<file path="src/rtl/lattice_boundary_scanner.sv">
// Raster scanner for an NX x NY lattice: one classified node per handshake.
// Emits coordinates, linear address and a one-hot boundary class per node.
module lattice_boundary_scanner #(
  parameter int NX = 16,
  parameter int NY = 16,
  parameter int XW = $clog2(NX),
  parameter int YW = $clog2(NY),
  parameter int AW = $clog2(NX * NY)
) (
  input  logic          clk,
  input  logic          rst_n,
  input  logic          start,
  input  logic          lid_en,
  input  logic          out_ready,
  output logic          out_valid,
  output logic [XW-1:0] out_x,
  output logic [YW-1:0] out_y,
  output logic [AW-1:0] out_addr,
  output logic          out_last,
  output logic          lid,
  output logic          top_wall,
  output logic          bottom_wall,
  output logic          left_wall,
  output logic          right_wall,
  output logic          interior,
  output logic          busy,
  output logic          done
);

  typedef enum logic {IDLE, SCAN} state_t;

  localparam logic [XW-1:0] XMAX = XW'(NX - 1);
  localparam logic [YW-1:0] YMAX = YW'(NY - 1);

  state_t        state, state_n;
  logic [1:0]    rs;
  logic          rst_i;
  logic [XW-1:0] x_q, x_n;
  logic [YW-1:0] y_q, y_n;
  logic [AW-1:0] addr_q, addr_n;
  logic          last_q, last_n;
  logic [5:0]    cls_q, cls_n;
  logic          lidm_q, lidm_n;
  logic          done_q, done_n;

  // Flags packed as {lid, top, bottom, left, right, interior}.
  function automatic logic [5:0] classify(
    input logic [XW-1:0] x,
    input logic [YW-1:0] y,
    input logic          lm
  );
    if (y == YMAX && x != '0 && x != XMAX)
      classify = lm ? 6'b100000 : 6'b010000;
    else if (y == '0)
      classify = 6'b001000;
    else if (x == '0)
      classify = 6'b000100;
    else if (x == XMAX)
      classify = 6'b000010;
    else
      classify = 6'b000001;
  endfunction

  // Release of reset is brought onto the clock before the core sees it.
  always_ff @(posedge clk or negedge rst_n) begin
    if (!rst_n) rs <= 2'b00;
    else        rs <= {rs[0], 1'b1};
  end

  assign rst_i = rs[1];

  always_ff @(posedge clk or negedge rst_i) begin
    if (!rst_i) begin
      state  <= IDLE;
      x_q    <= '0;
      y_q    <= '0;
      addr_q <= '0;
      last_q <= 1'b0;
      cls_q  <= '0;
      lidm_q <= 1'b0;
      done_q <= 1'b0;
    end else begin
      state  <= state_n;
      x_q    <= x_n;
      y_q    <= y_n;
      addr_q <= addr_n;
      last_q <= last_n;
      cls_q  <= cls_n;
      lidm_q <= lidm_n;
      done_q <= done_n;
    end
  end

  always_comb begin
    state_n = state;
    x_n     = x_q;
    y_n     = y_q;
    addr_n  = addr_q;
    last_n  = last_q;
    cls_n   = cls_q;
    lidm_n  = lidm_q;
    done_n  = 1'b0;
    unique case (state)
      IDLE: begin
        if (start) begin
          state_n = SCAN;
          lidm_n  = lid_en;
          x_n     = '0;
          y_n     = '0;
          addr_n  = '0;
          last_n  = 1'b0;
          cls_n   = classify('0, '0, lid_en);
        end
      end
      SCAN: begin
        if (out_ready) begin
          if (last_q) begin
            state_n = IDLE;
            x_n     = '0;
            y_n     = '0;
            addr_n  = '0;
            last_n  = 1'b0;
            cls_n   = '0;
            done_n  = 1'b1;
          end else begin
            addr_n = addr_q + 1'b1;
            if (x_q == XMAX) begin
              x_n = '0;
              y_n = y_q + 1'b1;
            end else begin
              x_n = x_q + 1'b1;
            end
            last_n = (x_n == XMAX) && (y_n == YMAX);
            cls_n  = classify(x_n, y_n, lidm_q);
          end
        end
      end
    endcase
  end

  assign out_valid   = (state == SCAN);
  assign busy        = (state == SCAN);
  assign out_x       = x_q;
  assign out_y       = y_q;
  assign out_addr    = addr_q;
  assign out_last    = last_q;
  assign lid         = cls_q[5];
  assign top_wall    = cls_q[4];
  assign bottom_wall = cls_q[3];
  assign left_wall   = cls_q[2];
  assign right_wall  = cls_q[1];
  assign interior    = cls_q[0];
  assign done        = done_q;

endmodule

</file>
<file path="config.mk">
export PLATFORM = sky130hd
export DESIGN_NAME = lattice_boundary_scanner
export DESIGN_NICKNAME = d
export VERILOG_FILES = /design/src/rtl/lattice_boundary_scanner.sv
export SDC_FILE = /design/constraint.sdc
export NUM_CORES = 1
export LEC_CHECK = 0
export CAP_MARGIN = 20
export CORE_MARGIN = 2
export CORE_UTILIZATION = 54
export DETAILED_ROUTE_END_ITERATION = 16
export HOLD_SLACK_MARGIN = 0.15
export PLACE_DENSITY = 0.93
export SLEW_MARGIN = 15
export SYNTH_ARGS = -nofsm -noshare
export SYNTH_HDL_FRONTEND = slang
export SYNTH_SLANG_ARGS = --single-unit
</file>
<file path="constraint.sdc">
create_clock -name clk -period 1.65 [get_ports clk]
set_input_delay 0.4125 -clock clk [delete_from_list [all_inputs] [get_ports clk]]
set_output_delay 0.4125 -clock clk [all_outputs]
set_load 0.05 [all_outputs]
</file>
=== Word-level counts from Yosys, hierarchy flattened ===
Index checks and enable logic that the tools add are counted.
W data, S select, Z words.

* Register bits: 28
* Logic and storage cells: 66

* Add/sub/neg operators: 3
* Equality and inequality tests: 6
* Muxes and demuxes: 39
* Bitwise gates (word level): 1
* Reductions and logical operators: 8

{| class="wikitable"
|+ Operator list
! operator !! count
|-
| $mux W4 || 14
|-
| $mux W6 || 5
|-
| $mux W8 || 3
|-
| $pmux W4 S2 || 2
|-
| $pmux W8 S2 || 1
|-
| $eq A4 B4 Y1 const B || 3
|-
| $pmux W6 S2 || 1
|-
| $mux W1 || 9
|-
| $add A4 B1 Y4 const B || 2
|-
| $add A8 B1 Y8 const B || 1
|-
| $logic_not A4 Y1 || 2
|-
| $ne A2 B2 Y1 const B || 2
|-
| $ne A4 B4 Y1 const B || 1
|-
| $pmux W1 S2 || 2
|-
| $reduce_and A2 Y1 || 2
|-
| $reduce_bool A4 Y1 || 1
|-
| $logic_and A1 B1 Y1 || 3
|-
| $mux W3 || 1
|-
| $mux W2 || 1
|-
| $not A1 Y1 || 1
|}

=== Depth between registers and ports, before layout ===
Gate-level depths: netlist of run 1.

* Depth after elaboration: 13
* Depth in mapped cells: 6
* Mapped depth without buffers: 6

=== Worst setup path before layout of run 1 ===
Ideal clock, no wire load.

* Kind: register to register
* Start point: register x_q[0] (netlist: out_x[0])
* End point: register cls_q[3]
* Setup time: 0.126 ns
* Data arrival time: 2.071 ns
* Required time: 1.524 ns
* Path slack: -0.547 ns
* Stages on the path, launching flop included: 7
* Path buffers: 1
* Period minus slack after synthesis: 2.197 ns
* Cell sequence: dfrtp_1 > ha_1 > buf_2 > nand3_1 > nor3_1 > a2111oi_4 > a221o_1

* Cells in the longest elaborated chain, start to end: 12
* Elaborated cells between the ends (all ways): 21
* Those cells by class: 1 x add/sub; 3 x eq/ne; 13 x mux; 4 x reduce/logical

{| class="wikitable"
|+ Ends and longest elaborated chain
! element !! RTL line !! text
|-
| start, declared || 38 || <nowiki>logic [XW-1:0] x_q, x_n;</nowiki>
|-
| start signal, assigned || 84 || <nowiki>x_q <= x_n;</nowiki>
|-
| $add A4 B1 Y4 or $eq A4 B4 Y1 (tied branches) || 131, 127 ||
|-
| $mux W4 || 127 || <nowiki>if (x_q == XMAX) begin</nowiki>
|-
| $mux W4 || 117 || <nowiki>if (last_q) begin</nowiki>
|-
| $mux W4 || 116 || <nowiki>if (out_ready) begin</nowiki>
|-
| $mux W4 || 103 || <nowiki>unique case (state)</nowiki>
|-
| $reduce_bool A4 Y1 or $eq A4 B4 Y1 (tied branches) || 52 || <nowiki>if (y == YMAX && x != '0 && x != XMAX)</nowiki>
|-
| $logic_and A1 B1 Y1 (2 in series) || 52 ||
|-
| $mux W6 * || 52 ||
|-
| $mux W6 * || 117 ||
|-
| $mux W6 * || 116 ||
|-
| $pmux W6 S2 * || 103 ||
|-
| end signal, assigned || 88 || <nowiki>cls_q <= cls_n;</nowiki>
|-
| end, declared || 42 || <nowiki>logic [5:0] cls_q, cls_n;</nowiki>
|}

Mark *: on every way between the ends. The rest lies on a longest branch, timed or not. The select of a mux whose other input is x is not followed.
A chain may end at the register's enable or synchronous reset.

=== Worst setup path after layout of run 1 ===
Same ends and word-level chain as after synthesis.

==> flow_results.xml, run 1 <==
<?xml version="1.0" encoding="UTF-8"?>
<metrics>
  <group name="clocking">
    <metric name="tritoncts" unit="">yes</metric>
    <metric name="latest_clock_arrival_within_the_worst_skew_pair" unit="ps">360</metric>
    <metric name="clockBufferDepth" unit="">2</metric>
    <metric name="root_buffer" unit="">clkbuf_4</metric>
    <metric name="cts_sinks" unit="">28</metric>
    <metric name="number_of_buffers_created_by_cts" unit="">3</metric>
    <metric name="cts.clk_slew.worst_paths" unit="ps">170</metric>
    <metric name="cts_max_level" unit="">1</metric>
  </group>
  <group name="setup_path">
    <metric name="timing.critical_path.arrival" unit="ps">2280</metric>
    <metric name="reg2regPathDepth" unit="">7</metric>
    <metric name="worst_setup_path_start_kind" unit="">flip-flop</metric>
    <metric name="worst_ep_required_time" unit="ps">1960</metric>
    <metric name="worst-r2r-setup-slack" unit="ps">-320</metric>
    <metric name="critical_path_peak_fanout" unit="">4</metric>
    <metric name="timing.rr.start" unit="">out_x[0]</metric>
    <metric name="worst_setup_path_end_kind" unit="">flip-flop</metric>
    <metric name="regToRegEndpoint" unit="">cls_q[3]</metric>
    <metric name="timing_worst_setup_path_type" unit="">flip-flop to flip-flop</metric>
  </group>
  <group name="final_layout">
    <metric name="layout_commonest_cell" unit="">buf_12</metric>
    <metric name="nFillCells" unit="">54</metric>
    <metric name="final_net_count" unit="">206</metric>
    <metric name="seq_area" unit="µm²">706</metric>
    <metric name="most-common-layout-cells" unit="">buf_12, dfrtp_1, buf_4, nand2_1, o21ai_0</metric>
    <metric name="antenna_cells_inserted" unit="">0</metric>
    <metric name="area_growth" unit="%">64.5</metric>
    <metric name="drive_above_1_share" unit="%">41.3</metric>
    <metric name="area_of_the_multi_input_gates" unit="µm²">821</metric>
  </group>
  <group name="floorplan">
    <metric name="dieWidth" unit="µm">55.8</metric>
    <metric name="area_of_the_die" unit="µm²">3110</metric>
    <metric name="boundaryPins" unit="">31</metric>
    <metric name="design.core.area" unit="µm²">2500</metric>
    <metric name="num_rows" unit="">18</metric>
    <metric name="fp.dieH" unit="µm">55.8</metric>
    <metric name="initial_cell_density_of_the_core" unit="%">58.0</metric>
  </group>
  <group name="yosys">
    <metric name="synth_largest_type_area_fraction" unit="%">48.4</metric>
    <metric name="netlist_instances" unit="">146</metric>
    <metric name="synth_nets" unit="">155</metric>
    <metric name="synth_largest_area_cell" unit="">dfrtp_1</metric>
    <metric name="ys_top_cells_by_area" unit="">dfrtp_1, o21ai_0, nand2_1</metric>
    <metric name="syn_area_per_cell" unit="µm²">9.92</metric>
    <metric name="yosys_warnings" unit="">0</metric>
    <metric name="synth.ff_latch_count" unit="">28</metric>
    <metric name="yosysUniqueCellTypes" unit="">41</metric>
    <metric name="synth_seq_area_share" unit="%">48.4</metric>
    <metric name="cell_area_after_synthesis" unit="µm²">1450</metric>
  </group>
  <group name="sta">
    <metric name="max_slew_margin" unit="%">61.4</metric>
    <metric name="post-route-worst-setup-slack" unit="ps">-318</metric>
    <metric name="max_freq" unit="MHz">508</metric>
    <metric name="hold_ws" unit="ps">211</metric>
    <metric name="final.period_utilization" unit="%">119</metric>
    <metric name="slew_viol_final" unit="">0</metric>
    <metric name="post-route-min-period" unit="ps">1970</metric>
    <metric name="grt_setup_unrepaired" unit="">yes</metric>
    <metric name="setup_violations" unit="">9</metric>
    <metric name="timing_worst_slew_pin_value" unit="ps">579</metric>
    <metric name="tns" unit="ps">-1700</metric>
    <metric name="worst_clock_skew" unit="ps">21.4</metric>
    <metric name="timing.final.hold_violations" unit="">0</metric>
  </group>
  <group name="power">
    <metric name="ratio_of_total_power_to_cell_area" unit="nW/µm²">982</metric>
    <metric name="power.total" unit="mW">2.34</metric>
    <metric name="cellLeakagePower" unit="nW">1.06</metric>
    <metric name="vdd.ir_drop.worst" unit="µV">1070</metric>
  </group>
  <group name="detailed_routing">
    <metric name="post_drt_wl_per_cell" unit="µm">26.5</metric>
    <metric name="drt-pass1-iter-count" unit="">5</metric>
    <metric name="postRouteWirelength" unit="mm">6.00</metric>
    <metric name="route.vias.total" unit="">1667</metric>
    <metric name="via_per_inst" unit="">7.38</metric>
    <metric name="drc" unit="">0</metric>
    <metric name="dr.first_iter.drc_count" unit="">198</metric>
    <metric name="ant_nets_after_route" unit="">0</metric>
  </group>
  <group name="place">
    <metric name="buffer_ports.inserted" unit="">30</metric>
    <metric name="post-dp-hpwl" unit="mm">3.27</metric>
    <metric name="gp_congestion" unit="">0.930</metric>
  </group>
  <group name="grt">
    <metric name="grt_pass1_vias" unit="">1596</metric>
    <metric name="antenna_found_initial" unit="">0</metric>
    <metric name="track_usage" unit="%">36.2</metric>
    <metric name="grt_first_pass_wirelength" unit="mm">8.54</metric>
    <metric name="globalRoute.totalOverflow" unit="">0</metric>
    <metric name="grt_max_degree" unit="">21</metric>
  </group>
  <group name="hold_path">
    <metric name="hold_path_class" unit="">primary input to asynchronous set/reset pin</metric>
  </group>
  <group name="status">
    <metric name="failed_checks" unit="">setup timing</metric>
    <metric name="status" unit="">finished, violations left</metric>
  </group>
  <group name="job">
    <metric name="max-cap-violations" unit="">0</metric>
  </group>
</metrics>
[layer usage]
metal  part of all wire, %  track usage [%]  wire length, µm  vias up
met5                     0                0                0        -
met4                   7.7             15.0              462        0
met3                    12             5.58              691       54
met2                    47             62.1             2830      199
met1                    34             45.6             2010      784
li1                      -                -                -      630
[flip-flops by register name, indices dropped and copies added, names as in the netlist]
name	count
out_addr	8
cls_q	6
out_x	4
out_y	4
rs	2
busy	1
done	1
lidm_q	1
out_last	1
[synth_stat cells]
| cell | count |
|---|---|
| and3_1 | 4 |
| mux2_2 | 1 |
| a2bb2oi_1 | 1 |
| a31oi_1 | 3 |
| xnor2_1 | 1 |
| inv_1 | 5 |
| dfrtp_1 | 28 |
| o211a_1 | 1 |
| nand2_1 | 20 |
| o41ai_1 | 4 |
| mux2i_1 | 3 |
| clkbuf_1 | 4 |
| nand3b_1 | 2 |
| o21ai_0 | 17 |
| a2111oi_4 | 1 |
| nor2_1 | 9 |
| a221o_1 | 1 |
| a32oi_1 | 1 |
| o21a_1 | 1 |
| ha_1 | 4 |
| nand3_1 | 2 |
| nor2b_1 | 1 |
| nand2b_1 | 1 |
| a21oi_1 | 2 |
| and2_1 | 1 |
| nand4_1 | 4 |
| a21o_1 | 2 |
| nor3_1 | 1 |
| xor2_1 | 1 |
| o2111ai_1 | 1 |
| a41oi_1 | 1 |
| or3_4 | 1 |
| buf_6 | 2 |
| buf_2 | 2 |
| conb_1 | 1 |
| a32o_1 | 1 |
| o21bai_1 | 1 |
| o31ai_1 | 6 |
| a22o_1 | 2 |
| and3b_1 | 1 |
| buf_4 | 1 |
[where the power goes]
part | total [mW] | switching (mW) | internal [mW]
clock network | 0.358 | 0.223 | 0.136
logic | 1.08 | 0.606 | 0.474
registers | 0.903 | 0.144 | 0.760
total | 2.34 | 0.972 | 1.37
[metrics by stage]
step	utilization (%)	instances	setup WS [ps]	instance area (µm²)
floorplan	-	146	-306	1480
global placement	87.9	219	-114	2200
detailed placement	87.9	219	-248	2200
CTS	92.9	225	-146	2320
global route	95.3	226	-347	2380
finish	95.3	226	-318	2380
[how the worst max path moves through the flow]
stage,startpoint,cells after the start,end,slack [ps]
floorplan,out_x[1],6,cls_q[3],-310
global route,out_x[1],7,cls_q[2],-350
global placement,out_x[1],5,cls_q[2],-110
detailed placement,out_ready,5,out_x[2],-250
finish,out_x[0],7,cls_q[3],-320
CTS,out_x[0],6,cls_q[3],-150
[worst max-delay path: stages, from the launching register on]
cell	delay, ps
dfrtp_2	440
ha_4	160
buf_6	90
nand4_1	240
xnor2_4	280
a2111oi_4	350
buf_4	210
a221o_1	160
[kinds of logic after synthesis]
| group | count (synthesis) | share of synthesized area [%] |
|---|---|---|
| compound gates | 46 | 23.1 |
| xor+xnor | 2 | 1.21 |
| buf+inv | 14 | 5.09 |
| other cells | 1 | 0.259 |
| flops | 28 | 48.4 |
| simple gates | 47 | 15.7 |
| fa+ha+maj | 4 | 3.45 |
| mux | 4 | 2.85 |
[timing repair]
item,CTS,global route
endpoints found under the hold margin,0,0
gates resized for setup,13,11
endpoints found under the setup margin,7,11
pin swaps,7,7
hold buffers,0,0
setup buffers,2,2
[layout make-up]
type	instances	area share, %
Clock buffer	4	1.52
Timing Repair Buffer	55	32.1
Multi-Input combinational cell	104	34.4
Tap cell	30	1.57
Inverter	5	0.787
Sequential cell	28	29.6
No activity file was read; power rests on OpenSTA's default activity.
==> run 2: changes to the inputs <==
- CAP_MARGIN: 20 -> 10
- SLEW_MARGIN: 15 -> unset
==> results of run 2 <==
The final DEF is identical to that of run 1; final timing and power are the same.
==> run 3: changes to the inputs <==
- CAP_MARGIN: 10 -> unset
==> results of run 3 <==
The final DEF is identical to that of run 1; final timing and power are the same.
